--- src/rtl/timer_input_conditioner_if.sv ---
// rtl/timer_input_conditioner_if.sv - button/tick signal bundle for timer_input_conditioner
//
// Purpose: groups the run enable, raw push-buttons and conditioned outputs
//          of the timer input conditioner into one interface.
// Signals:
//   enable        run enable for the tick divider
//   game_bt_raw   raw game push-button, active-low, asynchronous, bouncy
//   config_bt_raw raw config push-button, active-low, asynchronous, bouncy
//   clk_1hz       one-cycle active-high tick
//   game_bt       one-cycle active-low pulse per accepted game press
//   config_bt     one-cycle active-low pulse per accepted config press
// Modports: master drives the inputs and observes the outputs; slave is the conditioner.
interface timer_input_conditioner_if;
  logic enable;
  logic game_bt_raw;
  logic config_bt_raw;
  logic clk_1hz;
  logic game_bt;
  logic config_bt;

  modport master (
    output enable,
    output game_bt_raw,
    output config_bt_raw,
    input  clk_1hz,
    input  game_bt,
    input  config_bt
  );

  modport slave (
    input  enable,
    input  game_bt_raw,
    input  config_bt_raw,
    output clk_1hz,
    output game_bt,
    output config_bt
  );
endinterface

--- src/rtl/timer_input_conditioner.sv ---
// rtl/timer_input_conditioner.sv - button debounce/pulse shaping and 1 Hz tick divider
//
// Purpose: synchronizes and debounces two active-low push-buttons, emitting one
//          active-low pulse per accepted press, and divides the clock into a
//          one-cycle tick that an accepted game press restarts.
// Ports (timer_input_conditioner_btn):
//   clk_i      clock, rising edge
//   reset_i    synchronous active-high reset
//   raw_i      raw active-low button
//   accept_o   combinational: the press is accepted at the coming edge
//   pulse_n_o  registered active-low one-cycle press pulse
// Ports (timer_input_conditioner):
//   clk_50Mhz  sole clock, rising edge
//   reset      synchronous active-high reset
//   bus        timer_input_conditioner_if.slave (enable, raw buttons, outputs)

module timer_input_conditioner_btn #(
  parameter int DEBOUNCE_CYCLES = 500000
) (
  input  logic clk_i,
  input  logic reset_i,
  input  logic raw_i,
  output logic accept_o,
  output logic pulse_n_o
);
  localparam int CW = (DEBOUNCE_CYCLES > 1) ? $clog2(DEBOUNCE_CYCLES) : 1;
  localparam logic [CW-1:0] CNT_LAST = CW'(DEBOUNCE_CYCLES - 1);

  typedef enum logic [1:0] {
    IDLE         = 2'd0,
    PRESS_WAIT   = 2'd1,
    PRESSED      = 2'd2,
    RELEASE_WAIT = 2'd3
  } btn_state_e;

  logic          sync1_q, sync2_q;
  btn_state_e    state_q, state_d;
  logic [CW-1:0] cnt_q, cnt_d;
  logic          pulse_n_q;

  always_ff @(posedge clk_i) begin
    if (reset_i) begin
      // Synchronizer flops reset to the released level so a held button
      // must be seen low again through the full debounce.
      sync1_q   <= 1'b1;
      sync2_q   <= 1'b1;
      state_q   <= IDLE;
      cnt_q     <= '0;
      pulse_n_q <= 1'b1;
    end else begin
      sync1_q   <= raw_i;
      sync2_q   <= sync1_q;
      state_q   <= state_d;
      cnt_q     <= cnt_d;
      pulse_n_q <= ~accept_o;
    end
  end

  always_comb begin
    state_d  = state_q;
    cnt_d    = cnt_q;
    accept_o = 1'b0;
    case (state_q)
      IDLE: begin
        if (!sync2_q) begin
          state_d = PRESS_WAIT;
          cnt_d   = '0;
        end
      end
      PRESS_WAIT: begin
        if (sync2_q) begin
          state_d = IDLE;
          cnt_d   = '0;
        end else if (cnt_q == CNT_LAST) begin
          state_d  = PRESSED;
          cnt_d    = '0;
          accept_o = 1'b1;
        end else begin
          cnt_d = cnt_q + 1'b1;
        end
      end
      PRESSED: begin
        if (sync2_q) begin
          state_d = RELEASE_WAIT;
          cnt_d   = '0;
        end
      end
      RELEASE_WAIT: begin
        // Bounce on release returns to PRESSED, which never pulses again.
        if (!sync2_q) begin
          state_d = PRESSED;
          cnt_d   = '0;
        end else if (cnt_q == CNT_LAST) begin
          state_d = IDLE;
          cnt_d   = '0;
        end else begin
          cnt_d = cnt_q + 1'b1;
        end
      end
      default: begin
        state_d = IDLE;
        cnt_d   = '0;
      end
    endcase
  end

  assign pulse_n_o = pulse_n_q;
endmodule

module timer_input_conditioner #(
  parameter int TICK_DIV        = 50000000,
  parameter int DEBOUNCE_CYCLES = 500000
) (
  input logic                          clk_50Mhz,
  input logic                          reset,
  timer_input_conditioner_if.slave     bus
);
  localparam int TW = (TICK_DIV > 1) ? $clog2(TICK_DIV) : 1;
  localparam logic [TW-1:0] DIV_LAST = TW'(TICK_DIV - 1);

  logic          game_accept;
  logic          cfg_accept_unused;
  logic          game_pulse_n, cfg_pulse_n;
  logic [TW-1:0] div_q, div_d;
  logic          tick_q, tick_d;

  timer_input_conditioner_btn #(.DEBOUNCE_CYCLES(DEBOUNCE_CYCLES)) u_game (
    .clk_i     (clk_50Mhz),
    .reset_i   (reset),
    .raw_i     (bus.game_bt_raw),
    .accept_o  (game_accept),
    .pulse_n_o (game_pulse_n)
  );

  timer_input_conditioner_btn #(.DEBOUNCE_CYCLES(DEBOUNCE_CYCLES)) u_config (
    .clk_i     (clk_50Mhz),
    .reset_i   (reset),
    .raw_i     (bus.config_bt_raw),
    .accept_o  (cfg_accept_unused),
    .pulse_n_o (cfg_pulse_n)
  );

  // Clearing on the same edge that launches the game pulse makes the next
  // tick land exactly TICK_DIV cycles after the pulse cycle.
  always_comb begin
    div_d  = div_q;
    tick_d = 1'b0;
    if (game_accept) begin
      div_d = '0;
    end else if (bus.enable) begin
      if (div_q == DIV_LAST) begin
        div_d  = '0;
        tick_d = 1'b1;
      end else begin
        div_d = div_q + 1'b1;
      end
    end
  end

  always_ff @(posedge clk_50Mhz) begin
    if (reset) begin
      div_q  <= '0;
      tick_q <= 1'b0;
    end else begin
      div_q  <= div_d;
      tick_q <= tick_d;
    end
  end

  assign bus.clk_1hz   = tick_q;
  assign bus.game_bt   = game_pulse_n;
  assign bus.config_bt = cfg_pulse_n;
endmodule

--- src/flat_wrapper.sv ---
// flat-port wrapper written by rule: the top's interface ports become plain ports
module timer_input_conditioner_flat 
#(
  parameter int TICK_DIV        = 50000000,
  parameter int DEBOUNCE_CYCLES = 500000
)
  (clk_50Mhz, reset, bus_enable, bus_game_bt_raw, bus_config_bt_raw, bus_clk_1hz, bus_game_bt, bus_config_bt);
  timer_input_conditioner_if bus_i ();
  input logic clk_50Mhz;
  input logic reset;
  input wire logic [$bits(bus_i.enable)-1:0] bus_enable;
  input wire logic [$bits(bus_i.game_bt_raw)-1:0] bus_game_bt_raw;
  input wire logic [$bits(bus_i.config_bt_raw)-1:0] bus_config_bt_raw;
  output wire logic [$bits(bus_i.clk_1hz)-1:0] bus_clk_1hz;
  output wire logic [$bits(bus_i.game_bt)-1:0] bus_game_bt;
  output wire logic [$bits(bus_i.config_bt)-1:0] bus_config_bt;
  assign bus_i.enable = bus_enable;
  assign bus_i.game_bt_raw = bus_game_bt_raw;
  assign bus_i.config_bt_raw = bus_config_bt_raw;
  assign bus_clk_1hz = bus_i.clk_1hz;
  assign bus_game_bt = bus_i.game_bt;
  assign bus_config_bt = bus_i.config_bt;
  timer_input_conditioner #(.TICK_DIV(TICK_DIV), .DEBOUNCE_CYCLES(DEBOUNCE_CYCLES)) u_core (.clk_50Mhz(clk_50Mhz), .reset(reset), .bus(bus_i));
endmodule
--- config.mk ---
export PLATFORM = sky130hd
export DESIGN_NAME = timer_input_conditioner_flat
export DESIGN_NICKNAME = d
export VERILOG_FILES = /design/src/rtl/timer_input_conditioner_if.sv /design/src/rtl/timer_input_conditioner.sv /design/src/flat_wrapper.sv
export SDC_FILE = /design/constraint.sdc
export NUM_CORES = 1
export LEC_CHECK = 0
export CAP_MARGIN = 20
export CORE_ASPECT_RATIO = 1.4
export CORE_MARGIN = 3
export CORE_UTILIZATION = 47
export DETAILED_ROUTE_END_ITERATION = 16
export PLACE_DENSITY = 0.75
export SLEW_MARGIN = 20
export SYNTH_ARGS = -nofsm -noshare
export SYNTH_HDL_FRONTEND = slang
export SYNTH_SLANG_ARGS = --single-unit
--- constraint.sdc ---
create_clock -name clk_50Mhz -period 2.4 [get_ports clk_50Mhz]
set_input_delay 0.36 -clock clk_50Mhz [delete_from_list [all_inputs] [get_ports clk_50Mhz]]
set_output_delay 0.36 -clock clk_50Mhz [all_outputs]
set_load 0.01 [all_outputs]
==> results of run 1 <==
[layer usage]
layer	share of wire, %	track usage (%)	vias up
met4	2.2	10.8	0
met3	3.2	2.89	14
met2	50	29.3	45
li1	-	-	1536
met1	45	20.2	1402
met5	0	0	-
[layout make-up]
cell class | count | share of cell area [%]
clock buffers | 10 | 3.19
clock inverters | 6 | 2.85
inverters | 10 | 0.939
multi-input cells | 318 | 48.7
flip-flops and latches | 75 | 37.6
well taps | 95 | 2.97
repair buffers | 18 | 3.82
[repair_timing]
action / CTS / global route
endpoints found under the setup margin: 0 / 16
hold buffers: 0 / 0
gates resized for setup: 0 / 2
[placed cells by master (no fill, tap or decap), types with 3 or more instances in the layout]
cell	instances
buf_4	11
nand2_1	34
bufinv_16	3
a21oi_1	23
nand4_1	18
a31oi_1	13
inv_1	10
nand2b_1	4
dfxtp_1	75
and3_1	11
ha_1	3
mux2i_1	7
nor2_1	56
o21ai_0	8
clkdlybuf4s50_1	7
xor2_1	12
nor2b_1	3
nand3b_1	5
nor3_1	13
or2_2	5
nor4_1	12
or3_1	5
nand3_1	26
xnor2_1	25
clkbuf_8	9
and4_1	4
[sequential cells by signal, summed over array words and instances (netlist names), named ones only]
name                       flops
u_core.bus.clk_1hz             1
u_core.div_q                  26
u_core.u_config.cnt_q         19
u_core.u_config.pulse_n_o      1
u_core.u_config.state_q        1
u_core.u_config.sync1_q        1
u_core.u_config.sync2_q        1
u_core.u_game.cnt_q           19
u_core.u_game.pulse_n_o        1
u_core.u_game.state_q          1
u_core.u_game.sync1_q          1
u_core.u_game.sync2_q          1
[cells in the mapped netlist (10+ instances only)]
| cell type | number | area share [%] |
|---|---|---|
| nor2_1 | 56 | 5.9 |
| nand4_1 | 18 | 3.2 |
| inv_1 | 10 | 1.1 |
| nor4_1 | 12 | 2.1 |
| a31oi_1 | 13 | 2.3 |
| nand2_1 | 34 | 3.6 |
| dfxtp_1 | 75 | 42 |
| nand3_1 | 26 | 3.7 |
| a21oi_1 | 23 | 3.2 |
| xor2_1 | 12 | 3.0 |
| nor3_1 | 13 | 1.8 |
| and3_1 | 11 | 1.9 |
| xnor2_1 | 25 | 6.2 |
[power by group through the flow]
stage          Combinational [mW]  Sequential, mW  Clock, mW
3_5_place_dp               0.0768            1.29          0
6_report                   0.0766            1.26       1.17
2_1_floorplan              0.0523            1.29          0
3_3_place_gp               0.0752            1.29          0
5_1_grt                    0.0861            1.26       1.24
4_1_cts                    0.0769            1.26       1.19
[worst max path at each step]
stage | slack, ps | to | cells past startpoint
floorplan | 420 | u_core.u_config.cnt_q[18] | 6
finish | 260 | u_core.u_game.cnt_q[9] | 6
global route | 50 | u_core.u_game.cnt_q[14] | 6
global placement | 150 | u_core.u_config.cnt_q[11] | 5
detailed placement | 80 | u_core.u_config.cnt_q[14] | 7
CTS | 50 | u_core.u_config.cnt_q[14] | 7
[cell families after synthesis]
| group | count (synthesis) |
|---|---|
| DFF | 75 |
| xor gates and xnor gates | 37 |
| AOI/OAI and AO/OA | 60 |
| buffers and inverters | 26 |
| and+or+nand+nor | 211 |
| muxes | 7 |
| adders and majority gates | 3 |
[per-stage QoR]
stage / hold WS [ps] / setup slack [ps] / area (sq um) / power [mW]
global route: 425 / 45.9 / 4000 / 2.59
detailed placement: 395 / 76.3 / 3740 / 1.36
finish: 414 / 265 / 4000 / 2.51
global placement: 393 / 151 / 3740 / 1.36
CTS: 415 / 54.7 / 3980 / 2.53
floorplan: 389 / 424 / 3540 / 1.34
==> flow_summary.toml, run 1 <==
[run_status]
status = "complete, no violations"

[timing]
skew_ps = 11.3
fin_crit_sh_pct = 89.0
slew_viol_final = 0
rsz0062_at_grt = "no"
relSlewSlack_pct = 38.4
min_period_ps = 2140
clock.fmax_mhz = 468
report.final.setup_viol = 0
final.setup.tns_ps = 0
tightest_slew_ps = 917
hold_viol = 0

[grt]
antenna_found_initial = 0
grt_max_degree = 26
grt_pass1_vias = 2829
overflow = 0
grt_pass1_wl_um = 12000
track_usage_pct = 17.3

[setup_path]
r2r-start = "u_core.u_game.cnt_q[0]"
criticalPathCategory = "register to register"
worst-path-buf-inv = 0
required_ps = 2640
cp-startpoint = "u_core.u_game.cnt_q[0]"
worst-path-max-fanout = 9
r2r_slack_ps = 260
cpLargestDelayFamily = "simple AND/OR/NAND/NOR gates"
path_cells = "ha_1 > nand4_1 > nor4_4 > a21oi_1 > o21bai_2 > nor2_1"
cp_slowest_cell = "nor4_4"
reg2reg_depth = 6
arrival_ps = 2370
end_kind = "register"
slowest_delay_ps = 440
r2r_end = "u_core.u_game.cnt_q[9]"
start_kind = "register"

[cells_and_area]
area_growth_pct = 12.8
seq_area_sq_um = 1500
nNetsFinal = 440
layout-drive-gt1-share_pct = 8.92
multi_input_area_sq_um = 1950
final_cells = 532
final.fill_count = 628
final_core_util_pct = 55.8
insertedDiodeCount = 0

[yosys]
syn_inst = 419
ys_seq_area_share_pct = 42.4
ys_ff_latch = 75
synthAdderAreaFrac_pct = 1.06
syn-num-nets = 427
synth_edf_count = 0
async_flop_share_pct = 0
synth-simple-area-share_pct = 31.5
synth_compound_gate_area_share_pct = 10.8
synthDistinctLibCells = 49
synth_top_family_by_area = "simple AND/OR/NAND/NOR gates"
yosysWarnings = 0
synth_xor_area_share_pct = 9.15
synth_top_flop_cell = "dfxtp_1"
netlist_area_sq_um = 3540
synth.area.mux_share_pct = 1.98
syn_area_per_cell_sq_um = 8.46

[clocking]
clock-sinks = 75
path_clk_slew_ps = 80
root_buffer = "clkbuf_8"
cts_max_level = 3
postCtsSetupRepairBufs = 0
cts_buffers = 9
cts_tree = "built"
insertion_delay_ps = 360
cts_buffer_depth = 2

[routing]
drt_iter0_drc = 204
drt-total-wl_um = 6930
firstDrtPassIters = 4
vias_per_cell = 5.63
route.detailed.drc = 0
routedWlPerCell_um = 13.0
vias = 2997
detail-route-antenna-nets = 0

[pwr]
switchingPower_uw = 532
clkPwrFrac_pct = 46.7
p_seq_share_pct = 50.2
combPwrFrac_pct = 3.1
ir_drop_uv = 300
sw_frac_of_total_pct = 21.2
leakagePower_nw = 1.29
p_per_area_nw_per_um2 = 627
p_int_mw = 1.97

[floorplan]
die-area_sq_um = 8630
dieWidth_um = 79.4
ios = 8
rows = 36
die_height_um = 109
start_util_pct = 49.5
core_area_sq_um = 7160

[placed_design]
gp_congestion = 0.829
dp.cells = 516
hpwl_um = 4880
portBuffers = 7

[min_path]
hp-class = "register to register"
hp-start = "u_core.u_game.sync1_q"
min_to = "u_core.u_game.sync2_q"
min_path_cells = 1

[flow_run]
drv_cap = 0
Note: power is estimated with default switching activity, not from simulation.
==> run 2: changes to the inputs <==
--- a/config.mk
+++ b/config.mk
@@ -9,6 +9,7 @@
 export CORE_ASPECT_RATIO = 1.4
 export CORE_MARGIN = 3
 export CORE_UTILIZATION = 47
+export CTS_CLUSTER_SIZE = 24
 export DETAILED_ROUTE_END_ITERATION = 16
 export PLACE_DENSITY = 0.75
 export SLEW_MARGIN = 20
==> results of run 2 <==
Final layout, timing and power as in run 1 (identical DEF).
==> run 3: changes to the inputs <==
--- a/config.mk
+++ b/config.mk
@@ -12,7 +12,6 @@
 export CTS_CLUSTER_SIZE = 24
 export DETAILED_ROUTE_END_ITERATION = 16
 export PLACE_DENSITY = 0.75
-export SLEW_MARGIN = 20
 export SYNTH_ARGS = -nofsm -noshare
 export SYNTH_HDL_FRONTEND = slang
 export SYNTH_SLANG_ARGS = --single-unit
==> results of run 3 <==
Final layout, timing and power as in run 1 (identical DEF).
